**src/rtl/alu_mult_seq_if.sv**
```systemverilog
// Bus between the sequential multiplier, its requester and the shared ALU.
interface alu_mult_seq_if;
  logic        start;
  logic [31:0] op_a;
  logic [31:0] op_b;
  logic        busy;
  logic        done;
  logic [31:0] hi;
  logic [31:0] lo;
  logic [3:0]  alu_ctrl;
  logic [31:0] alu_a;
  logic [31:0] alu_b;
  logic [31:0] alu_out;

  // Requester plus ALU side.
  modport master (
    output start, op_a, op_b, alu_out,
    input  busy, done, hi, lo, alu_ctrl, alu_a, alu_b
  );

  // Multiplier controller side.
  modport slave (
    input  start, op_a, op_b, alu_out,
    output busy, done, hi, lo, alu_ctrl, alu_a, alu_b
  );
endinterface

```
**src/rtl/alu_mult_seq.sv**
```systemverilog
// Iterative 32x32 unsigned multiplier that borrows the shared ALU for 32 shift-add
// steps. The ALU exports no carry, so the carry is recovered from an unsigned compare.
module alu_mult_seq #(
  parameter logic [3:0] ADD_CTRL  = 4'd2,
  parameter logic [3:0] IDLE_CTRL = 4'd0
) (
  input logic          clk,
  input logic          reset,
  alu_mult_seq_if.slave bus
);

  typedef enum logic [1:0] {StIdle, StRun, StDone} state_e;

  state_e      state_q, state_d;
  logic [31:0] mcand_q, mcand_d;
  logic [31:0] hi_q, hi_d;
  logic [31:0] lo_q, lo_d;
  logic [5:0]  count_q, count_d;

  logic [3:0]  alu_ctrl;
  logic [31:0] alu_a;
  logic [31:0] alu_b;
  logic        carry;

  // ALU operand steering: add accumulator and (conditionally) multiplicand while running.
  always_comb begin
    alu_ctrl = IDLE_CTRL;
    alu_a    = '0;
    alu_b    = '0;
    if (state_q == StRun) begin
      alu_ctrl = ADD_CTRL;
      alu_a    = hi_q;
      alu_b    = lo_q[0] ? mcand_q : '0;
    end
  end

  // An unsigned add wrapped iff the sum is below either operand.
  assign carry = (bus.alu_out < alu_a);

  // Next-state and datapath update.
  always_comb begin
    state_d = state_q;
    mcand_d = mcand_q;
    hi_d    = hi_q;
    lo_d    = lo_q;
    count_d = count_q;
    unique case (state_q)
      StIdle, StDone: begin
        if (state_q == StDone) state_d = StIdle;
        if (bus.start) begin
          mcand_d = bus.op_a;
          hi_d    = '0;
          lo_d    = bus.op_b;
          count_d = '0;
          state_d = StRun;
        end
      end
      StRun: begin
        // Right shift of the 65-bit {carry, sum, lo}; the consumed multiplier bit drops out.
        {hi_d, lo_d} = {carry, bus.alu_out, lo_q[31:1]};
        count_d      = count_q + 6'd1;
        if (count_q == 6'd31) state_d = StDone;
      end
      default: state_d = StIdle;
    endcase
  end

  // State and datapath registers.
  always_ff @(posedge clk or posedge reset) begin
    if (reset) begin
      state_q <= StIdle;
      mcand_q <= '0;
      hi_q    <= '0;
      lo_q    <= '0;
      count_q <= '0;
    end else begin
      state_q <= state_d;
      mcand_q <= mcand_d;
      hi_q    <= hi_d;
      lo_q    <= lo_d;
      count_q <= count_d;
    end
  end

  assign bus.busy     = (state_q == StRun);
  assign bus.done     = (state_q == StDone);
  assign bus.hi       = hi_q;
  assign bus.lo       = lo_q;
  assign bus.alu_ctrl = alu_ctrl;
  assign bus.alu_a    = alu_a;
  assign bus.alu_b    = alu_b;

endmodule

```
**src/flat_wrapper.sv**
```systemverilog
// flat-port wrapper written by rule: the top's interface ports become plain ports
module alu_mult_seq_flat 
#(
  parameter logic [3:0] ADD_CTRL  = 4'd2,
  parameter logic [3:0] IDLE_CTRL = 4'd0
)
  (clk, reset, bus_start, bus_op_a, bus_op_b, bus_alu_out, bus_busy, bus_done, bus_hi, bus_lo, bus_alu_ctrl, bus_alu_a, bus_alu_b);
  alu_mult_seq_if bus_i ();
  input logic clk;
  input logic reset;
  input wire logic [$bits(bus_i.start)-1:0] bus_start;
  input wire logic [$bits(bus_i.op_a)-1:0] bus_op_a;
  input wire logic [$bits(bus_i.op_b)-1:0] bus_op_b;
  input wire logic [$bits(bus_i.alu_out)-1:0] bus_alu_out;
  output wire logic [$bits(bus_i.busy)-1:0] bus_busy;
  output wire logic [$bits(bus_i.done)-1:0] bus_done;
  output wire logic [$bits(bus_i.hi)-1:0] bus_hi;
  output wire logic [$bits(bus_i.lo)-1:0] bus_lo;
  output wire logic [$bits(bus_i.alu_ctrl)-1:0] bus_alu_ctrl;
  output wire logic [$bits(bus_i.alu_a)-1:0] bus_alu_a;
  output wire logic [$bits(bus_i.alu_b)-1:0] bus_alu_b;
  assign bus_i.start = bus_start;
  assign bus_i.op_a = bus_op_a;
  assign bus_i.op_b = bus_op_b;
  assign bus_i.alu_out = bus_alu_out;
  assign bus_busy = bus_i.busy;
  assign bus_done = bus_i.done;
  assign bus_hi = bus_i.hi;
  assign bus_lo = bus_i.lo;
  assign bus_alu_ctrl = bus_i.alu_ctrl;
  assign bus_alu_a = bus_i.alu_a;
  assign bus_alu_b = bus_i.alu_b;
  alu_mult_seq #(.ADD_CTRL(ADD_CTRL), .IDLE_CTRL(IDLE_CTRL)) u_core (.clk(clk), .reset(reset), .bus(bus_i));
endmodule
```
**config.mk**
```make
export PLATFORM = sky130hd
export DESIGN_NAME = alu_mult_seq_flat
export DESIGN_NICKNAME = d
export VERILOG_FILES = /design/src/rtl/alu_mult_seq_if.sv /design/src/rtl/alu_mult_seq.sv /design/src/flat_wrapper.sv
export SDC_FILE = /design/constraint.sdc
export NUM_CORES = 1
export LEC_CHECK = 0
export ABC_AREA = 1
export ABC_CLOCK_PERIOD_IN_PS = 4200
export CORE_ASPECT_RATIO = 0.6
export CORE_MARGIN = 2
export CORE_UTILIZATION = 40
export CTS_CLUSTER_SIZE = 14
export DETAILED_ROUTE_END_ITERATION = 8
export GPL_TIMING_DRIVEN = 0
export PLACE_DENSITY = 0.77
export REMOVE_ABC_BUFFERS = 1
export SLEW_MARGIN = 30
export SYNTH_ARGS = -nofsm -noshare
export SYNTH_HDL_FRONTEND = slang
export SYNTH_SLANG_ARGS = --single-unit
```
**constraint.sdc**
```tcl
create_clock -name clk -period 4.2 [get_ports clk]
set_input_delay 0.84 -clock clk [delete_from_list [all_inputs] [get_ports clk]]
set_output_delay 0.84 -clock clk [all_outputs]
set_load 0.005 [all_outputs]
```
==> run_results.csv, run 1 <==
group,metric,value,unit
status,status,"finished, final reports clean",
global_route,grt_pass1_wl,25.1,mm
critical_path,critPathRequiredTime,3.36,ns
finish,multi_input_area,2110,um2
power_and_ir_drop,ir_drop,272,uV
global_route,grt_usage,21.8,%
global_route,overflow,0,
placed_design,dpl_cell_area,7770,um2
timing,fin_setup_tns,0,ns
critical_path,cp_top_family,"buffers and inverters",
synth,syn_avg_cell_area,8.02,um2
finish,n_fill_cell,1130,
clocking,cts-root-buf,"clkbuf_16",
timing,setup_viol,0,
placed_design,gp_congestion,0.795,
global_route,grt_max_degree,87,
timing,rsz0062_at_grt,"false",
power_and_ir_drop,p_per_area,692,nW/um2
critical_path,critical_path.max_stage_delay,0.57,ns
die,ios,233,
timing,relSlewSlack,43.0,%
detailed_routing,num_vias,4988,
finish,area_growth,50.2,%
detailed_routing,wl_per_cell,14.6,um
clocking,cts_hold_buf,0,
placed_design,dpl.hpwl,11.1,mm
global_route,grt_pass1_vias,4879,
clocking,clock_path_buffers,2,
power_and_ir_drop,p_leak,3.78,nW
clocking,cts.reportedPaths.clkPinSlew,0.07,ns
clocking,cts_tree,"built",
clocking,postCtsResizedCells,0,
die,rows,32,
job,cap_violations,0,
detailed_routing,firstDrtPassIters,4,
critical_path,critPathLaunchType,"flop",
synth,synthDistinctLibCells,26,
clocking,postCtsSetupBuffers,0,
timing,fin_crit_sh,83.0,%
synth,synth-seq-area-share,48.5,%
die,start_util,41.4,%
finish,nets,1009,
detailed_routing,via_per_inst,4.74,
synth,syn_area,5370,um2
die,dieHeight,93.7,um
timing,max_freq,0.287,GHz
finish,antenna_cells,0,
clocking,clk-insertion-delay-late,0.34,ns
timing,fin_ws,0.715,ns
detailed_routing,ant_nets,0,
critical_path,end_kind,"primary output",
global_route,antenna_found_initial,0,
timing,hold_violations,0,
timing,clock_skew,0.0103,ns
critical_path,critPathKind,"reg2out",
die,core-area,13000,um2
detailed_routing,wl,15.4,mm
die,dieArea,14400,um2
placed_design,dp_slack,1.08,ns
critical_path,path_cells,"inv_2 -> nor2_4 -> buf_16 -> inv_4 -> nor2_1 -> clkdlybuf4s50_1",
detailed_routing,drt_iter0_drc,330,
finish,layout-drive-gt1-share,5.89,%
synth,synth_cells,669,
synth,ys_warn_count,0,
finish,seq_area,2600,um2
clocking,numCtsBuffers,9,
critical_path,path_buf_inv,4,
timing,slew_violations,0,
hold_path,hold_class,"reg2reg",
placed_design,numPortBuffers,229,
timing,layout_min_cycle_time,3.48,ns
clocking,htree_levels,3,
synth,ys_ff_latch,104,
die,die_w,154,um
critical_path,crit_path_max_fanout,78,
timing,worstMarginPinSlew,0.855,ns
finish,finalInstanceArea,8060,um2
critical_path,worstPathArrival,2.64,ns
critical_path,crit_path_top_delay_cell,"clkdlybuf4s50_1",
detailed_routing,drc_errors,0,
clocking,numClockSinks,104,
-- path summary, 6_finish.rpt --
kind | start | endpoint | slack, ns | cells past startpoint
setup / recovery | u_core.state_q[0] | bus_alu_a[15] | 0.72 | 6
hold / removal | u_core.count_q[5] | u_core.state_q[1] | 0.42 | 1
setup reg to reg | u_core.state_q[0] | u_core.bus.hi[31] | 1.24 | 16
hold reg to reg | u_core.count_q[5] | u_core.state_q[1] | 0.42 | 1
max in group asynchronous | reset | u_core.bus.hi[14] | 2.65 | 3
min in group asynchronous | reset | u_core.mcand_q[0] | 0.89 | 2
-- per-layer routing --
layer  vias up  track usage, %  share of wire, %
li1       2520               -                 -
met1      2288            31.6                51
met2       167            33.1                42
met3        13            5.90               6.6
met4         0            3.82              0.94
met5         -               0                 0
-- worst reg2reg max path, cell delays in order, from the launching register on --
cell and delay (ns):
dfrtp_1 0.38, inv_2 0.07, nor2_4 0.41, buf_16 0.24, inv_4 0.31, nor2_1 0.33, inv_2 0.06, ha_1 0.31
nand2_1 0.08, inv_1 0.05, nand3_1 0.08, nor3_1 0.15, nand2_1 0.07, nand2_1 0.12, nand2_1 0.07, nand2_1 0.07
nand2_1 0.05
-- through the flow --
stage          instances  utilization [%]  power (mW)  hold WS (ns)
2_1_floorplan        636                -        3.09         0.406
3_3_place_gp        1035             59.3        4.71         0.415
3_5_place_dp        1037             59.9        4.78         0.415
4_1_cts             1053             62.1        5.63         0.424
5_1_grt             1053             62.1        6.06         0.461
6_report            1053             62.1        5.57         0.424
-- layout by cell type (no fill, tap or decap), types with 2 or more instances in the layout --
master and n:
inv_1 98, clkinv_4 3, a31oi_1 3, clkdlybuf4s50_1 229
nand3_1 4, o221ai_1 31, clkbuf_16 9, nand2_1 167
ha_1 32, inv_2 27, buf_16 2, o21ai_1 11
nor2_1 75, inv_6 3, o211ai_1 3, a21oi_1 18
o21ai_0 47, conb_1 3, dfrtp_1 104, inv_4 2
nand4_1 2, nor3_1 2
-- registers in the layout, summed over array words and instances (netlist names) --
register,count
u_core.bus.hi,32
u_core.bus.lo,32
u_core.mcand_q,32
u_core.state_q,2
u_core.count_q,6
-- cell usage after synthesis --
cell type    n  area, um2
a211oi_1     1       7.51
a211oi_2     1       12.5
a21oi_1     18       90.1
a22o_1       1       8.76
a31oi_1      3       18.8
buf_1        1       3.75
buf_2       16       80.1
buf_4        6       45.0
buf_6        1       11.3
clkbuf_1    11       41.3
conb_1       1       3.75
dfrtp_1    104       2600
ha_1        32        400
inv_1       99        372
inv_2       29        109
nand2_1    167        627
nand2_2      2       12.5
nand3_1      4       20.0
nand4_1      2       12.5
nor2_1      75        282
nor2_4       1       11.3
nor3_1       2       10.0
o211ai_1     3       22.5
o21ai_0     47        235
o21ai_1     11       55.1
o221ai_1    31        272
-- where the power goes --
part	switching (mW)	internal, mW
combinational	1.45	1.59
sequential	0.256	1.47
clock	0.390	0.426
-- area by class of cell --
cell class | instances | area share (%)
Inverter | 128 | 6.09
Multi-Input combinational cell | 404 | 26.2
Sequential cell | 104 | 32.3
Clock inverter | 6 | 0.637
Timing Repair Buffer | 231 | 29.1
Tap cell | 170 | 2.64
Clock buffer | 10 | 2.97
-- kinds of logic after synthesis --
group / share of synthesized area [%]
AO/OA/AOI/OAI: 13.5
adder cells (fa/ha/maj): 7.46
buffers and inverters: 12.3
flip-flops: 48.5
other: 0.0699
AND/OR/NAND/NOR: 18.2
(Power assumes the default switching activity.)
==> inputs of run 2 (changes only) <==
ABC_CLOCK_PERIOD_IN_PS = 3550   (was 4200)
clock period = 3.55 ns   (was 4.2 ns; I/O delays follow)
==> run 2 against run 1 <==
Against the previous run: sequential share of layout area decreased by 0.12 points; worst setup slack got worse by 0.33 ns; via count grew 0.68%; routed wire length rose by 0.39%; core utilization increased by 0.23 points; global-route usage unchanged; final cell count is 0.38% higher; first-iteration DRC count rose by 0.30%; die area is the same; flip-flop and latch count unchanged; critical path type unchanged; critical endpoint unchanged; highest routed layer unchanged.
==> run_results.csv, run 2 (synthesis results as in run 1) <==
group,metric,value,unit
timing,slew_violations,0,
detailed_routing,via_per_inst,4.75,
power_and_ir_drop,switchingPower,2.48,mW
power_and_ir_drop,p_leak,3.79,nW
global_route,grtUsageMet1,31.6,%
die,core-area,13000,um2
global_route,grt_pass1_wl,25.1,mm
timing,setup_viol,0,
finish,finalInstanceArea,8090,um2
die,rows,32,
global_route,grt_max_degree,87,
finish,layout_common_cells,"clkdlybuf4s50_1, nand2_1, dfrtp_1",
clocking,cts_hold_buf,0,
clocking,cts_tree,"built",
detailed_routing,num_vias,5022,
timing,layout_min_cycle_time,3.17,ns
timing,max_freq,0.316,GHz
timing,fin_setup_tns,0,ns
timing,rsz0062_at_grt,"false",
finish,final_cells,1057,
power_and_ir_drop,power,6.62,mW
power_and_ir_drop,pwr-share-seq,30.8,%
power_and_ir_drop,p_per_area,819,nW/um2
critical_path,end_kind,"primary output",
power_and_ir_drop,switching_share,37.5,%
timing,worstMarginPinSlew,0.853,ns
die,die_w,154,um
timing,hold_ws,0.424,ns
placed_design,gp_congestion,0.795,
job,cap_violations,0,
global_route,grt_use_met3,5.90,%
placed_design,dp_slack,0.555,ns
detailed_routing,firstDrtPassIters,5,
detailed_routing,drt_iter0_drc,331,
clocking,clk-insertion-delay-late,0.34,ns
critical_path,worstPathArrival,2.46,ns
finish,area_growth,50.7,%
die,dieArea,14400,um2
power_and_ir_drop,power_frac_clock,14.6,%
placed_design,dpl_cell_area,7770,um2
die,ios,233,
global_route,antenna_found_initial,0,
global_route,grt_usage,21.8,%
hold_path,hold_class,"reg2reg",
power_and_ir_drop,internal_power,4.14,mW
status,status,"finished, final reports clean",
critical_path,critPathLaunchType,"flop",
finish,layout-drive-gt1-share,6.31,%
critical_path,crit_path_max_fanout,78,
die,dieHeight,93.7,um
finish,antenna_cells,0,
global_route,busiest_layer,"met2",
detailed_routing,wl_per_cell,14.6,um
detailed_routing,ant_nets,0,
clocking,numClockSinks,104,
timing,fin_ws,0.381,ns
critical_path,critPathRequiredTime,2.84,ns
timing,clock_skew,0.00972,ns
finish,postLayoutCoreUtil,62.3,%
finish,nets,1013,
clocking,numCtsBuffers,9,
timing,hold_violations,0,
timing,fin_crit_sh,89.3,%
clocking,cts.reportedPaths.clkPinSlew,0.07,ns
power_and_ir_drop,combPwrFrac,54.6,%
clocking,clock_path_buffers,2,
clocking,htree_levels,3,
clocking,cts-root-buf,"clkbuf_16",
detailed_routing,drc_errors,0,
power_and_ir_drop,ir_drop,327,uV
critical_path,critPathKind,"reg2out",
die,start_util,41.4,%
finish,final_common_cell,"clkdlybuf4s50_1",
placed_design,placedCellCount,1037,
global_route,met2_usage,33.1,%
global_route,grt_pass1_vias,4879,
placed_design,numPortBuffers,229,
placed_design,dpl.hpwl,11.1,mm
detailed_routing,wl,15.5,mm
global_route,overflow,0,
timing,relSlewSlack,43.2,%
-- run 2: changes by cell type in the layout (fill, tap and decap cells not counted), sizes merged --
cell,previous run,this run
buf,2,6
-- run 2: layout make-up --
class | instances | area (um2)
multi-input combinational | 404 | 2110
tap | 170 | 213
fill | 1128 | 4890
inverter | 128 | 490
clock buffer | 10 | 239
timing repair buffer | 235 | 2380
sequential | 104 | 2600
clock inverter | 6 | 51.3
-- run 2: worst paths after layout --
kind                              startpoint                 to  slack, ns  cells past startpoint
max                        u_core.state_q[0]      bus_alu_a[15]       0.38                      6
min                        u_core.count_q[5]  u_core.state_q[1]       0.42                      1
max reg2reg                u_core.state_q[0]  u_core.bus.hi[31]       0.78                     16
min reg2reg                u_core.count_q[5]  u_core.state_q[1]       0.42                      1
max in group asynchronous              reset  u_core.bus.lo[26]       2.14                      3
min in group asynchronous              reset  u_core.mcand_q[0]       0.76                      2
-- run 2: layer usage --
| metal | wire, um | vias to the layer above |
|---|---|---|
| li1 | - | 2528 |
| met5 | 0 | - |
| met2 | 6490 | 188 |
| met3 | 1130 | 12 |
| met1 | 7710 | 2294 |
| met4 | 139 | 0 |
-- run 2: power by group through the flow --
stage,sequential (mW),clock (mW),combinational (mW)
5_1_grt,2.12,1.04,4.04
6_report,2.04,0.966,3.61
4_1_cts,2.04,0.998,3.62
2_1_floorplan,2.05,0,1.60
3_3_place_gp,2.04,0,3.52
3_5_place_dp,2.06,0,3.60
-- run 2: worst max-delay path: stages, from the launching register on --
cell and delay (ns):
dfrtp_1 0.38, inv_2 0.07, nor2_4 0.25, buf_16 0.22, inv_4 0.30, nor2_1 0.32, clkdlybuf4s50_1 0.56
-- run 2: repair_timing --
item                       in CTS  in global routing
gates resized for setup         0                  0
setup endpoints to repair       0                  1
buffers inserted                0                  4
==> inputs of run 3 (changes only) <==
HOLD_SLACK_MARGIN = 0.02   (was not set)
==> results of run 3 <==
No change in the layout: final DEF, timing and power equal those of run 2.
